### src/rtl/exe_mem_pkg.sv
// Shared types and constants for the EXE->MEM pipeline register.
package exe_mem_pkg;

    localparam int unsigned DATA_W_DEF = 32;
    localparam int unsigned DEST_W_DEF = 4;

    localparam logic [1:0] ST_EMPTY = 2'd0;
    localparam logic [1:0] ST_ONE   = 2'd1;
    localparam logic [1:0] ST_TWO   = 2'd2;

    // Field order matches the flat payload vector packed by the stage.
    typedef struct packed {
        logic                  wb_en;
        logic                  mem_r_en;
        logic                  mem_w_en;
        logic [DATA_W_DEF-1:0] alu_result;
        logic [DATA_W_DEF-1:0] st_val;
        logic [DATA_W_DEF-1:0] pc;
        logic [DEST_W_DEF-1:0] dest;
    } exe_mem_payload_t;

    typedef enum logic [1:0] {
        S_EMPTY = ST_EMPTY,
        S_ONE   = ST_ONE,
        S_TWO   = ST_TWO
    } state_t;

endpackage

### src/rtl/exe_mem_skid_reg_slot.sv
// One payload holding register: load-enabled data plus a valid bit.
module pipe_slot #(
    parameter int unsigned W = 8
) (
    input  logic         clk,
    input  logic         rst,
    input  logic         load,
    input  logic         valid_nxt,
    input  logic [W-1:0] d,
    output logic [W-1:0] q,
    output logic         valid
);

    // Data is only written on load so it holds its value while the slot is invalid.
    always_ff @(posedge clk or posedge rst) begin
        if (rst) begin
            q     <= '0;
            valid <= 1'b0;
        end else begin
            valid <= valid_nxt;
            if (load) begin
                q <= d;
            end
        end
    end

endmodule

### src/rtl/exe_mem_skid_reg.sv
// EXE->MEM stage register with valid/ready handshake, optional two-entry skid and flush.
module exe_mem_skid_reg
    import exe_mem_pkg::*;
#(
    parameter int unsigned DATA_W = DATA_W_DEF,
    parameter int unsigned DEST_W = DEST_W_DEF,
    parameter bit          SKID   = 1'b1
) (
    input  logic              clk,
    input  logic              rst,
    input  logic              flush,
    input  logic              in_valid,
    output logic              in_ready,
    input  logic              WB_en_IN,
    input  logic              MEM_R_EN_IN,
    input  logic              MEM_W_EN_IN,
    input  logic [DATA_W-1:0] ALU_result_IN,
    input  logic [DATA_W-1:0] ST_val_IN,
    input  logic [DATA_W-1:0] PC_IN,
    input  logic [DEST_W-1:0] Dest_IN,
    output logic              out_valid,
    input  logic              out_ready,
    output logic              WB_en,
    output logic              MEM_R_EN,
    output logic              MEM_W_EN,
    output logic [DATA_W-1:0] ALU_result,
    output logic [DATA_W-1:0] ST_val,
    output logic [DATA_W-1:0] PC,
    output logic [DEST_W-1:0] Dest,
    output logic [1:0]        occupancy
);

    localparam int unsigned PAY_W = 3 + 3 * DATA_W + DEST_W;

    state_t           state;
    state_t           state_nxt;
    logic             in_ready_q;
    logic             in_xfer;
    logic             out_xfer;
    logic             main_load;
    logic             skid_load;
    logic             main_v;
    logic             skid_v;
    logic             main_v_nxt;
    logic             skid_v_nxt;
    logic [PAY_W-1:0] in_pay;
    logic [PAY_W-1:0] main_d;
    logic [PAY_W-1:0] main_q;
    logic [PAY_W-1:0] skid_q;

    assign in_pay = {WB_en_IN, MEM_R_EN_IN, MEM_W_EN_IN, ALU_result_IN, ST_val_IN, PC_IN, Dest_IN};

    // With the skid slot, ready comes straight from a flop; without it, ready looks through to MEM.
    assign in_ready  = SKID ? in_ready_q : (~main_v | out_ready);
    assign out_valid = main_v;
    assign in_xfer   = in_valid & in_ready;
    assign out_xfer  = main_v & out_ready;

    // Next-state and slot control.
    always_comb begin
        state_nxt = state;
        main_load = 1'b0;
        skid_load = 1'b0;
        main_d    = in_pay;
        case (state)
            S_EMPTY: begin
                if (in_xfer) begin
                    main_load = 1'b1;
                    state_nxt = S_ONE;
                end
            end
            S_ONE: begin
                if (in_xfer && out_xfer) begin
                    main_load = 1'b1;
                end else if (in_xfer) begin
                    skid_load = 1'b1;
                    state_nxt = S_TWO;
                end else if (out_xfer) begin
                    state_nxt = S_EMPTY;
                end
            end
            S_TWO: begin
                if (out_xfer && skid_v) begin
                    main_load = 1'b1;
                    main_d    = skid_q;
                    state_nxt = S_ONE;
                end
            end
            default: state_nxt = S_EMPTY;
        endcase
        // Flush discards held entries and any incoming payload; a completing output is unaffected.
        if (flush) begin
            state_nxt = S_EMPTY;
            main_load = 1'b0;
            skid_load = 1'b0;
        end
        main_v_nxt = (state_nxt != S_EMPTY);
        skid_v_nxt = (state_nxt == S_TWO);
    end

    always_ff @(posedge clk or posedge rst) begin
        if (rst) begin
            state      <= S_EMPTY;
            in_ready_q <= 1'b1;
        end else begin
            state      <= state_nxt;
            in_ready_q <= (state_nxt != S_TWO);
        end
    end

    pipe_slot #(.W(PAY_W)) u_main (
        .clk       (clk),
        .rst       (rst),
        .load      (main_load),
        .valid_nxt (main_v_nxt),
        .d         (main_d),
        .q         (main_q),
        .valid     (main_v)
    );

    generate
        if (SKID) begin : g_skid
            pipe_slot #(.W(PAY_W)) u_skid (
                .clk       (clk),
                .rst       (rst),
                .load      (skid_load),
                .valid_nxt (skid_v_nxt),
                .d         (in_pay),
                .q         (skid_q),
                .valid     (skid_v)
            );
        end else begin : g_no_skid
            assign skid_q = '0;
            assign skid_v = 1'b0;
        end
    endgenerate

    // Enables are gated by the registered valid; data fields simply hold.
    assign WB_en      = main_v & main_q[PAY_W-1];
    assign MEM_R_EN   = main_v & main_q[PAY_W-2];
    assign MEM_W_EN   = main_v & main_q[PAY_W-3];
    assign ALU_result = main_q[DEST_W + 2 * DATA_W +: DATA_W];
    assign ST_val     = main_q[DEST_W + DATA_W +: DATA_W];
    assign PC         = main_q[DEST_W +: DATA_W];
    assign Dest       = main_q[DEST_W-1:0];
    assign occupancy  = state;

endmodule

### config.mk
export PLATFORM = sky130hd
export DESIGN_NAME = exe_mem_skid_reg
export DESIGN_NICKNAME = d
export VERILOG_FILES = /design/src/rtl/exe_mem_pkg.sv /design/src/rtl/exe_mem_skid_reg_slot.sv /design/src/rtl/exe_mem_skid_reg.sv
export SDC_FILE = /design/constraint.sdc
export NUM_CORES = 1
export LEC_CHECK = 0
export ABC_CLOCK_PERIOD_IN_PS = 6650
export BUFFER_PORTS_ARGS = -buffer_cell sky130_fd_sc_hd__buf_2
export CAP_MARGIN = 20
export CELL_PAD_IN_SITES_DETAIL_PLACEMENT = 1
export CELL_PAD_IN_SITES_GLOBAL_PLACEMENT = 1
export CORE_ASPECT_RATIO = 0.7
export CORE_MARGIN = 4
export CORE_UTILIZATION = 39
export CTS_BUF_LIST = sky130_fd_sc_hd__clkbuf_4 sky130_fd_sc_hd__clkbuf_8 sky130_fd_sc_hd__clkbuf_16
export CTS_CLUSTER_SIZE = 40
export DETAILED_ROUTE_END_ITERATION = 6
export PLACE_DENSITY = 0.84
export REMOVE_ABC_BUFFERS = 1
export SETUP_SLACK_MARGIN = 0.4
export SLEW_MARGIN = 25
export SYNTH_ARGS = -nofsm -noshare
export SYNTH_HDL_FRONTEND = slang
export SYNTH_SLANG_ARGS = --single-unit
### constraint.sdc
create_clock -name clk -period 6.65 [get_ports clk]
set_input_delay 1.33 -clock clk [delete_from_list [all_inputs] [get_ports clk]]
set_output_delay 1.33 -clock clk [all_outputs]
set_load 0.02 [all_outputs]
==> run metrics <==
Final nets=~900; RSZ-0062 raised after global routing=no; gr usage total=~18%; Clock Path Buffers=3; FP Rows=46; vias in the first global route=around 6.7k; root buffer cell=clkbuf_16; clock-pin transition on the worst setup and hold timing paths=~60 ps; peak fanout along the critical path=54; slowest stage delay, CP=slightly above 600 ps; CP Data Arrival Time=around 3300 ps; Gate Count Post-Synth=705; CP top delay family=buffers and inverters; Area Overhead vs Synth=12.6%; sw power=1.30 mW; sequential cell fraction of total power=between 40% and 50%; Vert. Die Dim=137 um; CP required=roughly 7000 ps; Final Max Slew Viols=0; share of layout cells above drive strength 1=between 30 and 40%; CP Cell Sequence=buf_2, a21boi_2, or2_4, buf_4, o22ai_1, a2bb2oi_1; clock group share of total power=~28%; Setup WS post-layout=approximately 3700 ps; final RePlAce weighted congestion=between 0.7 and 0.8; port bufs=214; TritonCTS Sinks=between 200 and 250; slowest CP cell=buf_4; Startpoint Class=input port; number of top-level pins=approximately 220; Post-DP Area=0.00974 mm2; crit path kind=in2reg; Post-CTS Hold Fix Bufs=0; max_slew headroom=46.2%; Logic pwr share=between 20% and 30%; Int Power=roughly 2.9 mW; worst path buffer plus inverter count=2; DP HPWL=between 10,000 and 15,000 um; outcome=finished clean; clk_lat worst skew=500 ps; core box area=~0.023 mm2; wire length per cell=approximately 21 um; DR iter-0 viols=between 200 and 300; postcts setup bufs=0; drt first pass iters=4; via-per-instance ratio=5.50; Die Footprint=approximately 0.026 mm2; distinct cell type count after synthesis=27; final worst path period need=2910 ps; Routed Wire Length=23,700 um; worst min path class=reg2reg; Seq/Total Area, Yosys=roughly 57%; Leak=4.63 nW; net switching share of the total power=a little under a third; DRC=0; CTS Buf Count=22; Final period util=~44%; Worst Skew=between 10 and 15 ps; final hold viol count=0; H-tree depth=1; first-pass GRT wire length=37,700 um; Die X=192 um; register bit total from synthesis=between 200 and 250; Cell Pwr Density=402 mW/mm2; initial antenna violation count=4; synthesized area=0.00927 mm2; PostCTS Resize Cnt=0; antenna viol nets, final=0; final setup fails=0; Critical Path End Type=flop; Peak Freq=0.343 GHz; DR vias=~6.2k; worst slew pin tran=between 800 and 900 ps; total grt overflow=0; synth warn=0; fin area=~0.010 mm2; clock tree from TritonCTS=done; max_cap viols=0; initial core utilization=40.2%; VDD IR-drop max=approximately 0.17 mV; syn_area_per_cell=13.1 um2; pre-CTS setup slack=approximately 3200 ps; pin count of the biggest net entering global routing=between 100 and 150
==> stage by stage <==
stage	util, %	hold WS [ps]	TNS (ps)	power (mW)	std cells
floorplan	-	459	-219400	2.63	548
global placement	42.3	467	0	2.97	1083
detailed placement	42.3	475	0	3.04	1083
CTS	45.3	493	0	4.25	1119
global route	45.3	503	0	4.43	1120
finish	45.3	486	0	4.19	1120
==> flip-flops by register name, summed over array words and instances (netlist names) <==
register and cells:
u_main.valid 1, occupancy 2, u_main.q 103, g_skid.u_skid.valid 1, in_ready 1, g_skid.u_skid.q 103
==> cell usage after synthesis, drive strengths merged <==
| cell | instances | area (um2) |
|---|---|---|
| a2bb2oi | 103 | 902 |
| o21a | 1 | 7.51 |
| dfrtp | 210 | 5260 |
| nand3 | 1 | 5.00 |
| nand3b | 1 | 7.51 |
| nor2 | 2 | 15.0 |
| a21oi | 6 | 30.0 |
| o21ba | 1 | 10.0 |
| nand2b | 2 | 12.5 |
| o22ai | 103 | 644 |
| or2 | 2 | 12.5 |
| or3b | 1 | 11.3 |
| inv | 2 | 7.51 |
| nand4 | 2 | 12.5 |
| mux2 | 103 | 1160 |
| buf | 133 | 1010 |
| dfstp | 1 | 26.3 |
| clkbuf | 24 | 90.1 |
| nand2 | 2 | 7.51 |
| and2 | 3 | 18.8 |
| a21boi | 2 | 22.5 |
==> kinds of logic after synthesis <==
kind of cell | share of synthesized area, %
AND/OR/NAND/NOR | 1.11
multiplexers | 12.5
flip-flops | 57.0
buffers and inverters | 11.9
AO/OA/AOI/OAI | 17.4
==> per-layer routing <==
layer / wire length [um] / GRT usage (%) / part of all wire, % / up-vias
met3: 2190 / 6.20 / 9.2 / 30
met4: 364 / 2.89 / 1.5 / 6
met2: 10700 / 28.8 / 45 / 207
met1: 10400 / 23.6 / 44 / 3199
li1: - / - / - / 2719
met5: 28 / 0 / 0.12 / -
==> cell usage in the layout (no fill, tap or decap), drive strengths merged, types with 3 or more instances in the layout <==
cell type / count
dfrtp: 210
clkbuf: 33
a2bb2oi: 103
and2: 3
a21oi: 6
o22ai: 103
buf: 223
mux2: 103
inv: 3
==> cell type report <==
cell class / instances / area, um2
clock inverter: 3 / 30.0
antenna: 1 / 2.50
multi-input combinational: 335 / 2900
sequential: 211 / 5280
clock buffer: 33 / 658
inverter: 2 / 15.0
timing repair buffer: 223 / 1150
tap: 312 / 390
fill: 2433 / 12600
==> worst paths after layout <==
kind | startpoint | to | slack (ps) | cells after the start
min | g_skid.u_skid.q[18] | g_skid.u_skid.q[18] | 490 | 1
max in group asynchronous | rst | u_main.q[82] | 4620 | 3
min in group asynchronous | rst | g_skid.u_skid.q[99] | 900 | 2
min reg2reg | g_skid.u_skid.q[18] | g_skid.u_skid.q[18] | 490 | 1
max reg2reg | occupancy[1] | u_main.q[7] | 4120 | 5
max | out_ready | u_main.q[97] | 3740 | 6
==> worst reg2reg max path, stage by stage, from the launching register on <==
cell and delay (ps):
dfrtp_1 480, nand2b_1 190, or2_4 630, buf_4 670
o22ai_1 230, a2bb2oi_1 240
==> power groups by stage <==
| stage | Combinational, mW | Clock [mW] | Sequential (mW) |
|---|---|---|---|
| 4_1_cts | 1.05 | 1.22 | 1.98 |
| 3_5_place_dp | 1.05 | 0 | 1.99 |
| 6_report | 1.03 | 1.18 | 1.98 |
| 5_1_grt | 1.12 | 1.27 | 2.04 |
| 3_3_place_gp | 1.01 | 0 | 1.96 |
| 2_1_floorplan | 0.497 | 0 | 2.14 |
Power figures use the tool's default switching activity.
